$ cat config.mk
export PLATFORM = sky130hd
export DESIGN_NAME = word_arith_seq_flat
export DESIGN_NICKNAME = d
export VERILOG_FILES = /design/src/rtl/word_arith_seq_if.sv /design/src/rtl/word_arith_seq.sv /design/src/flat_wrapper.sv
export SDC_FILE = /design/constraint.sdc
export NUM_CORES = 1
export LEC_CHECK = 0
export CORE_UTILIZATION = 40
export CTS_CLUSTER_DIAMETER = 30
export DETAILED_ROUTE_END_ITERATION = 8
export PLACE_DENSITY = 0.59
export RECOVER_POWER = 25
export SLEW_MARGIN = 15
export SYNTH_ARGS = -nofsm -noshare
export SYNTH_HDL_FRONTEND = slang
export SYNTH_SLANG_ARGS = --single-unit
$ cat constraint.sdc
create_clock -name clk -period 4.3 [get_ports clk]
set_clock_uncertainty 0.2 [all_clocks]
set_input_delay 0.645 -clock clk [delete_from_list [all_inputs] [get_ports clk]]
set_output_delay 0.645 -clock clk [all_outputs]
set_load 0.005 [all_outputs]
$ cat src/rtl/word_arith_seq_if.sv
`default_nettype none
// ============================================================================
// Module      : word_arith_seq_if
// Description : Command/result handshake bundle for word_arith_seq.
//               Command channel : in_valid/in_ready, in_op, in_a, in_b, in_tag
//               Result channel  : out_valid/out_ready, out_res, out_err, out_tag
//               slave  = the arithmetic unit, master = producer/consumer side.
// Revision    : 1.0 - initial release
// ============================================================================
interface word_arith_seq_if #(
  parameter int W  = 8,
  parameter int CW = 4
);
  logic          in_valid;
  logic          in_ready;
  logic [2:0]    in_op;
  logic [W-1:0]  in_a;
  logic [W-1:0]  in_b;
  logic [CW-1:0] in_tag;
  logic          out_valid;
  logic          out_ready;
  logic [W-1:0]  out_res;
  logic          out_err;
  logic [CW-1:0] out_tag;

  modport slave (
    input  in_valid, in_op, in_a, in_b, in_tag, out_ready,
    output in_ready, out_valid, out_res, out_err, out_tag
  );

  modport master (
    output in_valid, in_op, in_a, in_b, in_tag, out_ready,
    input  in_ready, out_valid, out_res, out_err, out_tag
  );
endinterface
`default_nettype wire

$ cat src/rtl/word_arith_seq.sv
`default_nettype none
// ============================================================================
// Module      : word_arith_seq
// Description : Handshaked W-bit unsigned arithmetic unit. One op per
//               transaction: ADD, SUB, MUL (1 cycle), DIV, MOD, POW (W+1
//               cycles, iterative). Results are modulo 2**W.
// Ports       : clk   - clock, rising edge
//               rst_n - asynchronous active-low reset
//               bus   - word_arith_seq_if.slave (command + result channels)
// Revision    : 1.0 - initial release
// ============================================================================
module word_arith_seq #(
  parameter int W  = 8,
  parameter int CW = 4
) (
  input  wire                  clk,
  input  wire                  rst_n,
  word_arith_seq_if.slave      bus
);

  localparam int CNTW = $clog2(W);

  localparam logic [2:0] c_OP_ADD = 3'd0;
  localparam logic [2:0] c_OP_SUB = 3'd1;
  localparam logic [2:0] c_OP_MUL = 3'd2;
  localparam logic [2:0] c_OP_DIV = 3'd3;
  localparam logic [2:0] c_OP_MOD = 3'd4;
  localparam logic [2:0] c_OP_POW = 3'd5;

  typedef enum logic [1:0] {
    S_IDLE   = 2'd0,
    S_DIVIDE = 2'd1,
    S_POWER  = 2'd2,
    S_DONE   = 2'd3
  } state_t;

  state_t        r_state;
  logic [2:0]    r_op;
  logic [W-1:0]  r_a;
  logic [W-1:0]  r_b;
  logic [CW-1:0] r_tag;
  logic [CNTW-1:0] r_cnt;

  // Divider: r_quo starts as the dividend and shifts quotient bits in from
  // the right while dividend bits leave from the left.
  logic [W-1:0]  r_quo;
  logic [W-1:0]  r_rem;

  // Power: accumulator, running base square, exponent shifted right.
  logic [W-1:0]  r_acc;
  logic [W-1:0]  r_base;
  logic [W-1:0]  r_exp;

  logic          r_in_ready;
  logic          r_out_valid;
  logic [W-1:0]  r_out_res;
  logic          r_out_err;
  logic [CW-1:0] r_out_tag;

  // One restoring-division step on a W+1-bit shifted partial remainder.
  logic [W:0]    w_rem_sh;
  logic          w_ge;
  logic [W-1:0]  w_diff;
  // Truncated products: only the low W bits are ever needed.
  logic [W-1:0]  w_mul;
  logic [W-1:0]  w_acc_mul;
  logic [W-1:0]  w_base_sq;
  logic [W-1:0]  w_res;
  logic          w_err;

  assign w_rem_sh  = {r_rem, r_quo[W-1]};
  assign w_ge      = (w_rem_sh >= {1'b0, r_b});
  // When w_ge holds the true difference is below r_b, so W bits suffice.
  assign w_diff    = w_rem_sh[W-1:0] - r_b;
  assign w_mul     = r_a * r_b;
  assign w_acc_mul = r_acc * r_base;
  assign w_base_sq = r_base * r_base;

  // b==0 needs no special datapath: every trial subtract succeeds, giving an
  // all-ones quotient and a remainder equal to the dividend.
  always_comb begin
    w_res = '0;
    w_err = 1'b0;
    case (r_op)
      c_OP_ADD: w_res = r_a + r_b;
      c_OP_SUB: w_res = r_a - r_b;
      c_OP_MUL: w_res = w_mul;
      c_OP_DIV: begin
        w_res = r_quo;
        w_err = (r_b == '0);
      end
      c_OP_MOD: begin
        w_res = r_rem;
        w_err = (r_b == '0);
      end
      c_OP_POW: w_res = r_acc;
      default: begin
        w_res = '0;
        w_err = 1'b1;
      end
    endcase
  end

  always_ff @(posedge clk or negedge rst_n) begin
    if (!rst_n) begin
      r_state     <= S_IDLE;
      r_op        <= '0;
      r_a         <= '0;
      r_b         <= '0;
      r_tag       <= '0;
      r_cnt       <= '0;
      r_quo       <= '0;
      r_rem       <= '0;
      r_acc       <= '0;
      r_base      <= '0;
      r_exp       <= '0;
      r_in_ready  <= 1'b1;
      r_out_valid <= 1'b0;
      r_out_res   <= '0;
      r_out_err   <= 1'b0;
      r_out_tag   <= '0;
    end else begin
      case (r_state)
        S_IDLE: begin
          if (bus.in_valid) begin
            r_op       <= bus.in_op;
            r_a        <= bus.in_a;
            r_b        <= bus.in_b;
            r_tag      <= bus.in_tag;
            r_cnt      <= '0;
            r_in_ready <= 1'b0;
            case (bus.in_op)
              c_OP_DIV, c_OP_MOD: begin
                r_quo   <= bus.in_a;
                r_rem   <= '0;
                r_state <= S_DIVIDE;
              end
              c_OP_POW: begin
                r_acc   <= W'(1);
                r_base  <= bus.in_a;
                r_exp   <= bus.in_b;
                r_state <= S_POWER;
              end
              default: r_state <= S_DONE;
            endcase
          end
        end

        S_DIVIDE: begin
          r_rem <= w_ge ? w_diff : w_rem_sh[W-1:0];
          r_quo <= {r_quo[W-2:0], w_ge};
          r_cnt <= r_cnt + 1'b1;
          if (r_cnt == CNTW'(W-1)) r_state <= S_DONE;
        end

        S_POWER: begin
          if (r_exp[0]) r_acc <= w_acc_mul;
          r_base <= w_base_sq;
          r_exp  <= r_exp >> 1;
          r_cnt  <= r_cnt + 1'b1;
          if (r_cnt == CNTW'(W-1)) r_state <= S_DONE;
        end

        S_DONE: begin
          // First DONE cycle captures the result; later cycles wait for
          // the consumer with outputs frozen.
          if (!r_out_valid) begin
            r_out_valid <= 1'b1;
            r_out_res   <= w_res;
            r_out_err   <= w_err;
            r_out_tag   <= r_tag;
          end else if (bus.out_ready) begin
            r_out_valid <= 1'b0;
            r_in_ready  <= 1'b1;
            r_state     <= S_IDLE;
          end
        end

        default: r_state <= S_IDLE;
      endcase
    end
  end

  assign bus.in_ready  = r_in_ready;
  assign bus.out_valid = r_out_valid;
  assign bus.out_res   = r_out_res;
  assign bus.out_err   = r_out_err;
  assign bus.out_tag   = r_out_tag;

endmodule
`default_nettype wire
$ cat src/flat_wrapper.sv
// flat-port wrapper written by rule: the top's interface ports become plain ports
module word_arith_seq_flat 
#(
  parameter int W  = 8,
  parameter int CW = 4
)
  (clk, rst_n, bus_in_valid, bus_in_op, bus_in_a, bus_in_b, bus_in_tag, bus_out_ready, bus_in_ready, bus_out_valid, bus_out_res, bus_out_err, bus_out_tag);
  word_arith_seq_if #(.W(W), .CW(CW)) bus_i ();
  input  wire clk;
  input  wire rst_n;
  input wire logic [$bits(bus_i.in_valid)-1:0] bus_in_valid;
  input wire logic [$bits(bus_i.in_op)-1:0] bus_in_op;
  input wire logic [$bits(bus_i.in_a)-1:0] bus_in_a;
  input wire logic [$bits(bus_i.in_b)-1:0] bus_in_b;
  input wire logic [$bits(bus_i.in_tag)-1:0] bus_in_tag;
  input wire logic [$bits(bus_i.out_ready)-1:0] bus_out_ready;
  output wire logic [$bits(bus_i.in_ready)-1:0] bus_in_ready;
  output wire logic [$bits(bus_i.out_valid)-1:0] bus_out_valid;
  output wire logic [$bits(bus_i.out_res)-1:0] bus_out_res;
  output wire logic [$bits(bus_i.out_err)-1:0] bus_out_err;
  output wire logic [$bits(bus_i.out_tag)-1:0] bus_out_tag;
  assign bus_i.in_valid = bus_in_valid;
  assign bus_i.in_op = bus_in_op;
  assign bus_i.in_a = bus_in_a;
  assign bus_i.in_b = bus_in_b;
  assign bus_i.in_tag = bus_in_tag;
  assign bus_i.out_ready = bus_out_ready;
  assign bus_in_ready = bus_i.in_ready;
  assign bus_out_valid = bus_i.out_valid;
  assign bus_out_res = bus_i.out_res;
  assign bus_out_err = bus_i.out_err;
  assign bus_out_tag = bus_i.out_tag;
  word_arith_seq #(.W(W), .CW(CW)) u_core (.clk(clk), .rst_n(rst_n), .bus(bus_i));
endmodule
# --- Word level (Yosys, flattened, before mapping) ---
# Cells that the tools add are included.
op_classes:
  add_sub_neg: 4
  n_mul: 3
  n_lt_le_gt_ge: 1
  eq_ne: 19
  mux: 33
  bitwise_logic: 1
  n_reduce_logical: 19
op_table:
  columns: ["op", "count"]
  rows:
  - ["two-way mux 8 bit", 12]
  - ["one-hot mux 8 bit (2 select lines)", 5]
  - ["one-hot mux 8 bit (6 select lines)", 1]
  - ["multiplier 8 x 8 -> 8 bit", 3]
  - ["subtractor 8 bit", 2]
  - ["equality test 3 bit (second input constant)", 5]
  - ["AND reduction 4 bit", 3]
  - ["equality test 3 x 2 -> 1 bit (second input constant)", 3]
  - ["greater-or-equal comparator 9 x 8 -> 1 bit", 1]
  - ["adder 8 bit", 1]
  - ["logical NOT 8 bit", 1]
  - ["two-way mux 2 bit", 4]
  - ["!= test 2 bit (second input constant)", 4]
  - ["nonzero test 2 bit", 4]
  - ["!= test 2 x 1 -> 1 bit (second input constant)", 3]
  - ["one-hot mux 2 bit (3 select lines)", 1]
  - ["one-hot mux 3 bit (2 select lines)", 1]
  - ["AND reduction 2 bit", 3]
  - ["AND reduction 3 bit", 2]
  - ["OR reduction 2 bit", 3]
  - ["two-way mux 1 bit", 5]
  - ["equality test 2 bit (second input constant)", 2]
  - ["one-hot mux 1 bit (2 select lines)", 2]
  - ["one-hot mux 2 bit (2 select lines)", 1]
  - ["other kinds (8)", 8]
totals:
  ff_bits: 83
  input_bits: 27
  out_inout_bits: 15
  wordCells: 96

# --- Logic depth before layout (Yosys ltp) ---
logic_depth:
  word_depth: 5
  ltp_mapped: 17
  mapped_depth_nobuf: 16

# --- Worst setup path before layout ---
# OpenSTA, ideal clock, no wires.
synth_timing:
  kind: "register -> register"
  startpoint: "register u_core.r_b[2]"
  endpoint: "register u_core.r_out_res[7] (netlist: u_core.bus.out_res[7])"
  setup_time_ns: 0.086
  t_arrival_ns: 4.168
  t_required_ns: 4.014
  slack_ns: -0.154
  stages_incl_launch_ff: 17
  cell_sequence: "dfrtp_1 clkbuf_1 nand2_1 fa_1 fa_1 inv_1 fa_1 inv_1 fa_1 inv_1 ha_1 a21oi_1 xnor3_1 xnor3_1 o41ai_2 nor3b_1 nor3_1"
synth_between:
  elab_chain_cells: 2
synth_rtl:
  columns: ["item", "line", "source"]
  rows:
  - ["from (decl)", "word_arith_seq.sv:40", "logic [W-1:0] r_b;"]
  - ["from (signal assigned)", "word_arith_seq.sv:128", "r_b <= bus.in_b;"]
  - ["multiplier 8 x 8 -> 8 bit, or another cell as far along", "word_arith_seq.sv:75", "assign w_mul = r_a * r_b;"]
  - ["one-hot mux 8 bit (6 select lines) (*)", "word_arith_seq.sv:84", "case (r_op)"]
  - ["to (signal assigned)", "word_arith_seq.sv:169", "r_out_res <= w_res;"]
  - ["to (decl)", "word_arith_seq.sv:56", "logic [W-1:0] r_out_res;"]
# Every way passes the cells marked *; elsewhere a longest branch is shown, timed or not.
# A chain may end at the register's enable or synchronous reset.

# --- Worst setup path after layout ---
layout_timing:
  startpoint: "register u_core.r_b[4]"
  endpoint: "register u_core.r_out_res[7] (netlist: u_core.bus.out_res[7])"
# Same word-level chain as after synthesis.

==> reports/results.txt <==
Post-Syn Area per Cell: 9.24 um2
DR top layer: met4
WL met2: 8550 um
Sequential Area: 2080 um2
Max transition margin: -108%
routed length per instance: 17.2 um
ys async rst share: 100%
P&R area growth vs syn: 18.0%
Reg2Reg Setup Slack: 40 ps
Clock transition at path regs: 60 ps
initial antenna violation count: 0
Synth Flop Type: dfrtp_1
TritonCTS clock tree: built
Worst Path Required: 4360 ps
most common cell in the netlist: nand2_1
antenna diode count: 0
Routed Antenna Nets: 0
Syn Nets: 895
CP Cell Sequence: buf_4 > nand2_1 > fa_2 > inv_2 > fa_1 > ha_1 > inv_1 > fa_1 > inv_1 > ha_1 > a21o_1 > a21oi_2 > xnor3_1 > xnor3_1 > o41ai_2 > nor3b_1 > nor3_1
Final Hold Viols: 0
Via-to-Cell Ratio: 5.27
Post-Synthesis Cells: 767
first-pass GRT wire length: 30400 um
CTS Sinks: 83
Largest stage delay, worst path: 530 ps
footprint of the multi-input gates: 4590 um2
# fillers: 1595
Detailed Place HPWL: 14300 um
synth warn: 0
hold path startpoint: u_core.r_tag[0]
met3 WL: 917 um
min cycle time layout: 4260 ps
DR vias: 5581
Metal-1 WL: 8260 um
Initial DRC Count: 390
GR Overflow Total: 0
Synth top cells by count: nand2_1 (99), inv_1 (85), dfrtp_1 (82)
H-tree depth: 3
failing checks: max-capacitance violations, max-slew violations
Worst EP arrival: 4310 ps
Tot GR Track Use: 21.6%
Initial Utilization: 41.0%
die area: 18300 um2
CP endpoint kind: register
Die Height: 135 um
drt total wl: 18300 um
final std cells w/o fill: 1059
vias in the first global route: 5923
critical path's slowest cell: fa_1
register area share after synthesis: 29.3%
Worst R2R Start: u_core.r_b[4]
DIE WIDTH: 135 um
EDFF count, synth: 0
Synth Cell Area: 7090 um2
RSZ-0062 raised after global routing: true
Final GP Congestion: 0.902
FMAX: 0.235 GHz
DRT Pass-1 Iters: 4
Finish-stage setup viols: 0
area leader, netlist: dfrtp_1
Synth area leaders: dfrtp_1 (29%), ha_1 (12%), fa_1 (9.9%)
layout cells sized above 1: 13.4%
Worst-Skew Late Latency: 340 ps
crit path launch type: register
CTS Hold Bufs: 0
Yosys reg bits: 83
Critical path origin: u_core.r_b[4]
row cnt: 48
IO Port Bufs: 41
CP max FO: 4
I/O pins: 42
worst hold path class: reg2reg
# Max-Cap Violations: 1
share of Yosys cell area claimed by the top area cell type: 28.9%
Max clock buf depth: 2
drt drc: 0
core region area: 17300 um2
final slew viol count: 56
crit path kind: reg2reg
status: complete, but fails checks
largest net degree at the start of global routing: 56
cts bufs inserted: 9
root buffer cell: clkbuf_16
Synth cell types: 58
final clock period utilization by the worst path: 99.0%
Worst Max-Slew Pin Slew: 3110 ps
DP Cell Count: 1041
# nets final: 957
-- cells in the final DEF (no fill, tap or decap), drive strengths merged, types with 35 or more instances in the layout --
| master | count |
|---|---|
| nand2 | 99 |
| inv | 85 |
| dfrtp | 82 |
| ha | 66 |
| o21ai | 60 |
| buf | 42 |
| clkdlybuf4s50 | 40 |
| xnor2 | 39 |
| nor2 | 38 |
| and2 | 36 |
| fa | 35 |
-- per-layer routing --
| metal | vias up | track usage, % |
|---|---|---|
| li1 | 2693 | - |
| met4 | 0 | 7.80 |
| met5 | - | 0 |
| met3 | 27 | 3.74 |
| met1 | 2725 | 28.8 |
| met2 | 136 | 35.3 |
-- state kept, by name, summed over array words and instances (netlist names) --
name	flops
u_core.bus.in_ready	1
u_core.bus.out_err	1
u_core.bus.out_res	8
u_core.bus.out_tag	4
u_core.bus.out_valid	1
u_core.r_a	8
u_core.r_acc	8
u_core.r_b	8
u_core.r_base	8
u_core.r_cnt	3
u_core.r_exp	8
u_core.r_op	3
u_core.r_quo	8
u_core.r_rem	8
u_core.r_state	2
u_core.r_tag	4
-- through the flow --
stage               hold WS, ps  TNS (ps)  utilization (%)  instance area [um2]  worst slack (ps)
finish                      265         0             48.4                 8370              44.4
global route                300      -172             48.4                 8370              -172
CTS                         193         0             48.4                 8360              1.84
detailed placement          261      -262             46.0                 7950              -262
global placement            246      -112             46.0                 7950              -112
floorplan                   149         0                -                 7100              28.7
-- repair_timing --
action                                  in CTS  in global routing
buffers inserted                             2                  0
endpoints found under the hold margin        0                  0
resized for setup                            8                  4
pin swaps                                    7                  0
endpoints found under the setup margin       1                  2
-- cell families (layout without fill, tap and decap cells) --
group	Yosys count	after routing	synth area share (%)
flip-flops	83	83	29.3
adder cells (fa/ha/maj)	101	101	21.5
buffers and inverters	117	184	6.46
multiplexers	63	63	9.48
AND/OR/NAND/NOR	214	214	14.2
AO/OA/AOI/OAI	140	140	12.6
XOR/XNOR	49	49	6.44
-- worst max-delay path, delay by kind of cell, from the launching register on --
family	cells	cell delay, ps
AOI/OAI and AO/OA	3	560
xor gates and xnor gates	2	470
adders and majority gates	5	1880
buffers and inverters	4	300
DFF	1	410
and+or+nand+nor	3	340
-- final timing paths --
kind                                         end  depth (start not counted)
setup / recovery           u_core.bus.out_res[7]                         17
hold / removal             u_core.bus.out_tag[0]                          2
setup reg to reg           u_core.bus.out_res[7]                         17
hold reg to reg            u_core.bus.out_tag[0]                          2
max in group asynchronous        u_core.r_acc[2]                          1
min in group asynchronous        u_core.r_cnt[1]                          1
-- area by class of cell --
cell class,count,share of cell area [%]
clock inverters,6,1.63
multi-input cells,567,54.8
repair buffers,83,8.64
well taps,225,3.36
inverters,85,3.81
flip-flops and latches,83,24.9
clock buffers,10,2.86
Power is left out: the tool's default activity adds up to more than one toggle a clock period on the data nets, which glitch-free logic cannot reach.
